<file path="src/rtl/fpu_seq_multiplier_pkg.sv">
// fpu_seq_multiplier_pkg: shared state encoding for the sequential multiplier
package fpu_seq_multiplier_pkg;

    typedef enum logic [1:0] {
        MUL_IDLE,
        MUL_COMP,
        MUL_DONE
    } fpuMultiplierState_t;

endpackage

</file>
<file path="src/rtl/fpu_seq_multiplier_fsm.sv">
// fpu_seq_multiplier_fsm: start/done handshake control for the shift-add multiplier
module fpu_seq_multiplier_fsm
    import fpu_seq_multiplier_pkg::*;
(
    input  logic clock,
    input  logic reset,
    input  logic start,
    input  logic compDone,
    output logic compEn,
    output logic loadEn,
    output logic busy,
    output logic done
);

    fpuMultiplierState_t state, nextState;
    logic                canStart;

    // State register, cleared asynchronously so a mid-operation reset aborts at once
    always_ff @(posedge clock or negedge reset) begin
        if (!reset) state <= MUL_IDLE;
        else        state <= nextState;
    end

    // Next state: compute until the last bit, otherwise wait for a start; illegal codes recover to idle
    always_comb begin
        canStart  = (state == MUL_IDLE) || (state == MUL_DONE);
        nextState = (state == MUL_COMP) ? (compDone ? MUL_DONE : MUL_COMP) :
                    canStart            ? (start ? MUL_COMP : state)       : MUL_IDLE;
    end

    // Outputs decoded from the state; a start is only honoured outside MUL_COMP
    always_comb begin
        busy   = (state == MUL_COMP);
        done   = (state == MUL_DONE);
        compEn = busy;
        loadEn = start && canStart;
    end

endmodule

</file>
<file path="src/rtl/fpu_seq_multiplier.sv">
// fpu_seq_multiplier: unsigned shift-add multiplier, one multiplier bit per clock
module fpu_seq_multiplier
    import fpu_seq_multiplier_pkg::*;
#(
    parameter int WIDTH = 16,
    parameter int FRACW = 10
) (
    input  logic               clock,
    input  logic               reset,
    input  logic               start,
    input  logic [WIDTH-1:0]   mulIn1,
    input  logic [WIDTH-1:0]   mulIn2,
    output logic [2*WIDTH-1:0] mulOut,
    output logic               busy,
    output logic               done
);

    localparam int CW = $clog2(WIDTH + 1);

    // The fraction width only has to fit inside the mantissa operand
    if (FRACW >= WIDTH) begin : gBadFracw
        $error("FRACW must be smaller than WIDTH");
    end

    logic [WIDTH-1:0] m;
    logic [WIDTH:0]   a;
    logic [WIDTH-1:0] q;
    logic [CW-1:0]    counter;
    logic [WIDTH:0]   sum;
    logic             compEn, loadEn, compDone;

    fpu_seq_multiplier_fsm uFsm (
        .clock    (clock),
        .reset    (reset),
        .start    (start),
        .compDone (compDone),
        .compEn   (compEn),
        .loadEn   (loadEn),
        .busy     (busy),
        .done     (done)
    );

    // Partial sum one bit wider than the operand so the carry survives into the shift
    always_comb begin
        sum      = a + {1'b0, q[0] ? m : '0};
        compDone = (counter == CW'(1));
        mulOut   = {a[WIDTH-1:0], q};
    end

    // Datapath: latch operands on start, then add-and-shift once per compute cycle
    always_ff @(posedge clock or negedge reset) begin
        if (!reset) begin
            m       <= '0;
            a       <= '0;
            q       <= '0;
            counter <= '0;
        end else if (loadEn) begin
            m       <= mulIn1;
            a       <= '0;
            q       <= mulIn2;
            counter <= CW'(WIDTH);
        end else if (compEn) begin
            {a, q}  <= {sum, q} >> 1;
            counter <= counter - CW'(1);
        end
    end

endmodule

</file>
<file path="config.mk">
export PLATFORM = sky130hd
export DESIGN_NAME = fpu_seq_multiplier
export DESIGN_NICKNAME = d
export VERILOG_FILES = /design/src/rtl/fpu_seq_multiplier_pkg.sv /design/src/rtl/fpu_seq_multiplier_fsm.sv /design/src/rtl/fpu_seq_multiplier.sv
export SDC_FILE = /design/constraint.sdc
export NUM_CORES = 1
export LEC_CHECK = 0
export ABC_AREA = 1
export CAP_MARGIN = 20
export CORE_ASPECT_RATIO = 0.7
export CORE_MARGIN = 5
export CORE_UTILIZATION = 40
export CTS_CLUSTER_SIZE = 40
export DETAILED_ROUTE_END_ITERATION = 16
export GPL_TIMING_DRIVEN = 0
export PLACE_DENSITY = 0.73
export SLEW_MARGIN = 20
export SYNTH_ARGS = -nofsm -noshare
export SYNTH_HDL_FRONTEND = slang
export SYNTH_SLANG_ARGS = --single-unit
</file>
<file path="constraint.sdc">
create_clock -name clock -period 2.93 [get_ports clock]
set_clock_uncertainty 0.2 [all_clocks]
set_input_delay 0.586 -clock clock [delete_from_list [all_inputs] [get_ports clock]]
set_output_delay 0.586 -clock clock [all_outputs]
set_load 0.03 [all_outputs]
</file>
; After elaboration in Yosys (flattened, before gate mapping)
; Cells that the tools add are included.
[classes]
addsub = 2
n_eq_ne = 4
muxes = 11
n_reduce_logical = 4
[ops]
columns = cell, n
row1 = 16-bit two-way mux, 3
row2 = 17-bit two-way mux, 2
row3 = 17-bit by 16-bit adder with 17-bit output, 1
row4 = 5-bit two-way mux, 2
row5 = 2-bit two-way mux, 4
row6 = 5-bit by 1-bit equality test with 1-bit output (second input constant), 1
row7 = 5-bit by 1-bit subtractor with 5-bit output (second input constant), 1
row8 = 3-bit != test (second input constant), 1
row9 = 2-bit by 1-bit equality test with 1-bit output (second input constant), 1
row10 = 2-bit equality test (second input constant), 1
row11 = 2-bit logical NOT, 1
row12 = 2-bit nonzero test, 1
row13 = 1-bit logical AND, 1
row14 = 1-bit logical OR, 1
[word_totals]
register_bits = 56
in_bits = 35
out_inout_bits = 34
elab_cells = 26

; Longest topological paths before layout
[logic_depth]
ltp_word = 4
mapped_depth = 15
depth_no_buf = 13

; Cells and area by module
; A second synthesis with hierarchy kept.
[unflattened]
hier_cells = 464
hier_area_um2 = 3509.6
[by_module_without_submodules]
columns = mod, instances, cells_per_inst, area_per_inst_um2, seq_area_each_um2
row1 = fpu_seq_multiplier, 1, 448, 3397.0, 1326.3
row2 = fpu_seq_multiplier_fsm, 1, 16, 112.6, 50.0

; Worst setup path before layout
; Ideal clock, no wire load.
[synth_path]
kind = register to register
start = register q[0]
end = register a[14]
setup_time_ps = 118
t_arrival_ps = 1937
required_ps = 2612
slack_ps = 675
path_stages_with_launch = 14
path_buffers = 2
synth_period_minus_slack_ps = 2255
cell_sequence = dfrtp_1 clkbuf_1 buf_2 nand2_1 inv_1 ha_1 nand2_2 inv_2 nand2_1 nand2_1 a21oi_1 nand3_1 nand3_1 nand2_1
[synth_between]
elab_chain_cells = 4
[synth_lines]
columns = element, line
row1 = start: declaration, fpu_seq_multiplier.sv:27  ; logic [WIDTH-1:0] q;
row2 = start signal: assignment, fpu_seq_multiplier.sv:60  ; q <= mulIn2;
row3 = start signal: assignment, fpu_seq_multiplier.sv:63  ; {a, q} <= {sum, q} >> 1;
row4 = 16-bit two-way mux, fpu_seq_multiplier.sv:45  ; sum = a + {1'b0, q[0] ? m : '0};
row5 = 17-bit by 16-bit adder with 17-bit output, fpu_seq_multiplier.sv:45
row6 = 17-bit two-way mux, fpu_seq_multiplier.sv:62  ; end else if (compEn) begin
row7 = 17-bit two-way mux, fpu_seq_multiplier.sv:57  ; end else if (loadEn) begin
row8 = end signal: assignment, fpu_seq_multiplier.sv:63
row9 = end: declaration, fpu_seq_multiplier.sv:26  ; logic [WIDTH:0] a;
; Every way passes these cells. The select of a mux whose other input is x is not followed.
; A chain may end at the register's enable or synchronous reset.

; Worst setup path after layout
[layout_path]
start = register uFsm.state[1]
end = output busy
[layout_between]
elab_chain_cells = 1
[layout_lines]
columns = element, line
row1 = start: declaration, fpu_seq_multiplier_fsm.sv:15  ; fpuMultiplierState_t state, nextState;
row2 = start signal: assignment, fpu_seq_multiplier_fsm.sv:21  ; else state <= nextState;
row3 = 2-bit by 1-bit equality test with 1-bit output, fpu_seq_multiplier_fsm.sv:33  ; busy = (state == MUL_COMP);
row4 = end: declaration, fpu_seq_multiplier.sv:14  ; output logic busy,
; Every way passes these cells.

==> results.md <==
- The fmax is 354 MHz.
- The combinational group share of total power is 61.5%.
- The top cell types in the final layout, fill and taps aside, are 169 x nand2_1, 67 x clkdlybuf4s50_1, 64 x inv_1, 55 x dfrtp_1, 24 x o21ai_0.
- The number of enable-type register cells in the synthesized netlist is 0.
- The switching fraction of total power is 48.4%.
- Along the worst path, the maximum fanout reaches 10.
- The wire length of the first global-routing pass is 14500 um.
- The net switching power is 2.54 mW.
- The tree is rooted in a clkbuf_16.
- The via count normalized by instance count is 4.87.
- In the final layout, the share of cells above drive strength 1 is 8.70%.
- Setup repair after global routing left no endpoint under its margin.
- The post-synthesis average cell area is 7.21 um^2.
- Leaving out fill and tap cells, the most frequent cell in the layout is nand2_1.
- The synthesis warning total is 0.
- The final hold slack is 0.120 ns.
- The total count of hold-check failures in the final report is 0.
- The via count of the first global-routing pass is 3057.
- The count of inserted antenna diode cells is 0.
- The post-CTS setup repair buffer count is 0.
- The sequential fraction of design power is 26.7%.
- Hold repair after CTS inserted 0 buffers.
- Data arrives at the worst endpoint at 2.04 ns.
- The met3 routing resource usage after global routing is 4.37%.
- Measured along the y axis, the die boundary spans 86.5 um.
- The number of clock sinks seen by CTS is 55.
- The die is 119 um wide.
- After clock tree synthesis, the clock-pin slew on the worst setup and hold paths is 0.07 ns.
- The starting DRC count in detailed routing is 119.
- Max-cap violations in this run came to 0.
- The total internal power is 2.71 mW.
- The area of the mapped netlist is 0.00334 mm^2.
- The met1 demand-to-capacity share in global routing is 24.2%.
- The final layout contains 593 nets.
- The min-delay analysis places its worst path in the category in -> async.
- The sequential cell area is 0.00138 mm^2.
- The remaining design rule violation count is 0.
- The pin count of the biggest net entering global routing is 56.
- The standard cell core area is 0.00801 mm^2.
- The starting density of the core is 41.8%.
- By startpoint and endpoint, the worst setup path is classified as reg -> out.
- The number of buffers inserted during clock tree synthesis is 5.
- Global routing consumed, on the met2 layer, 26.6% of the routing resources.
- After synthesis, the netlist uses 31 different library cells.
- After layout, the worst path uses 96.4% of the clock period.
- The final core utilization is 53.7%.
- STA classifies the critical path startpoint as a register.
- The flow ran to the end, and the final reports show no timing, DRC or antenna violations.
- The maximum ir drop on the vdd rail is 0.509 mV.
- The fraction of registers with async set/reset is 100%.
- Counting along the longest clock path gives a buffer depth of 2.
- STA classifies the critical path endpoint as an output pin.
- The routed design could run at a clock period as short as 2.83 ns.
- The placed instances occupy a cell area of 0.00415 mm^2.
- Input and output buffers added on the ports amount to 68.
- Fill cells in the final layout number 738.
- The number of H-tree branching levels is 2.
- The total overflow left after global routing is 0.
- The total of endpoints with negative setup slack in the final report is 0.
- For the pin with the worst max-slew slack, the measured transition is 0.684 ns.
- The routed layout has 3119 vias.
- The total length of routed wires is 8360 um.
- The number of antenna violations at the first check in global routing is 0.
- The summed area of non-filler cells in the final layout is 0.00430 mm^2.
- Summing all multi-input logic gate instances after layout gives 0.00161 mm^2.
- After global routing, the most crowded layer is met2.
- The number of flip-flops and latches in the synthesized netlist is 55.
- The sum of negative setup slack is 0 ns.
- The count of mapped cells out of synthesis is 464.
- The die covers 0.0103 mm^2.
- The most used flip-flop cell after synthesis is dfrtp_1.
- The later pin in the worst-skew pair is clocked with a latency of 0.29 ns.
- The power density normalized to cell area is 1220 mW/mm^2.
- The site row count is 27.
- The clock network accounts for 11.9% of the total power.
- The count of final max-slew check failures is 0.
- The detail route stage leaves a number of antenna-violating nets equal to 0.
- Routability-driven placement finished with a final weighted congestion of 0.893.
- The placed wire-length estimate after detailed placement is 6530 um.
- The TritonCTS clock tree is yes.
- Counting every net in the synthesized netlist gives 518.
- Global routing used 16.9% of the available tracks.
- The count of instances resized after the clock tree is built is 0.
- The worst path required time is 2.14 ns.
- Compared with the post-synthesis result, the final layout area differs by 28.6%.
- The first detailed-routing pass took 4 iterations.
- Summed over all cells, the static leakage comes to 2.33 nW.
- The number of top-level pins is 69.
- After detailed routing, the average wire length per cell comes to 13.0 um.
- Measured against its own limit, the worst slew margin works out to 54.4%.
- The share of the Yosys chip area taken by registers is 41.2%.
## layout make-up
type | instances | share of cell area [%]
Clock inverter | 2 | 0.320
Multi-Input combinational cell | 322 | 37.4
Inverter | 74 | 6.52
Tap cell | 101 | 2.94
Timing Repair Buffer | 68 | 15.8
Clock buffer | 6 | 3.23
Sequential cell | 55 | 32.0
Buffer | 13 | 1.77
## stage by stage
stage                     std cells  power [mW]  worst slack [ns]
final                           641        5.25             0.105
after CTS                       641        5.27             0.113
after global placement          633        4.55            -0.631
after detailed placement        633        4.63             0.414
after floorplan                 464        3.59             0.675
after global routing            641        5.72            0.0236
## metal layers
metal,vias to the layer above,wire [um]
met2,96,3610
met3,9,686
met4,0,45
met1,1414,4020
met5,-,0
li1,1600,-
## cells in the mapped netlist (2+ instances only)
cell type	instances	area [um^2]
nor2_1	16	60.1
a21o_1	2	15.0
o21ai_0	24	120
nor3_2	3	30.0
ha_1	18	225
nand2_4	2	22.5
buf_2	10	50.1
nand3b_1	3	22.5
nand2_2	9	56.3
dfrtp_1	55	1380
nand3_1	20	100
nand2_1	169	634
a21oi_1	16	80.1
nand4_1	3	18.8
or2_1	2	12.5
o21ai_1	23	115
o22ai_1	5	31.3
inv_1	64	240
inv_2	8	30.0
## critical path, stage by stage, from the launching register on
cell and delay (ns):
dfrtp_1 0.38, inv_1 0.08, nand2_2 0.15, inv_2 0.13, buf_2 0.28, clkdlybuf4s50_1 0.73
## sequential cells by signal (all words and copies together) (netlist names)
signal,cells
uFsm.state,2
q,16
m,16
counter,5
a,16
## path summary, 6_finish.rpt
check                      slack (ns)                       from  depth (start not counted)           endpoint
max in group asynchronous        1.94                      reset                          1  a[15]$_DFFE_PN0P_
min in group clock               0.28           m[0]$_DFFE_PN0P_                          2   m[0]$_DFFE_PN0P_
min                              0.12                      reset                          1  a[11]$_DFFE_PN0P_
max                              0.10  uFsm.state[1]$_DFFE_PN0P_                          5               busy
max reg2reg                      0.37           q[0]$_DFFE_PN0P_                         13  a[14]$_DFFE_PN0P_
min reg2reg                      0.28           m[0]$_DFFE_PN0P_                          2   m[0]$_DFFE_PN0P_
## cells by family after synthesis
kind of cell             share of synthesized area, %
AND/OR/NAND/NOR                                  29.3
AO/OA/AOI/OAI                                    11.6
flip-flops                                       41.2
adder cells (fa/ha/maj)                          7.34
buffers and inverters                            10.7
## power groups by stage
stage / registers, mW / logic [mW] / clock network, mW
floorplan: 1.78 / 1.81 / 0
global placement: 1.40 / 3.14 / 0
detailed placement: 1.40 / 3.22 / 0
CTS: 1.40 / 3.23 / 0.635
global route: 1.45 / 3.60 / 0.663
finish: 1.40 / 3.23 / 0.624
Note: power is estimated with default switching activity, not from simulation.
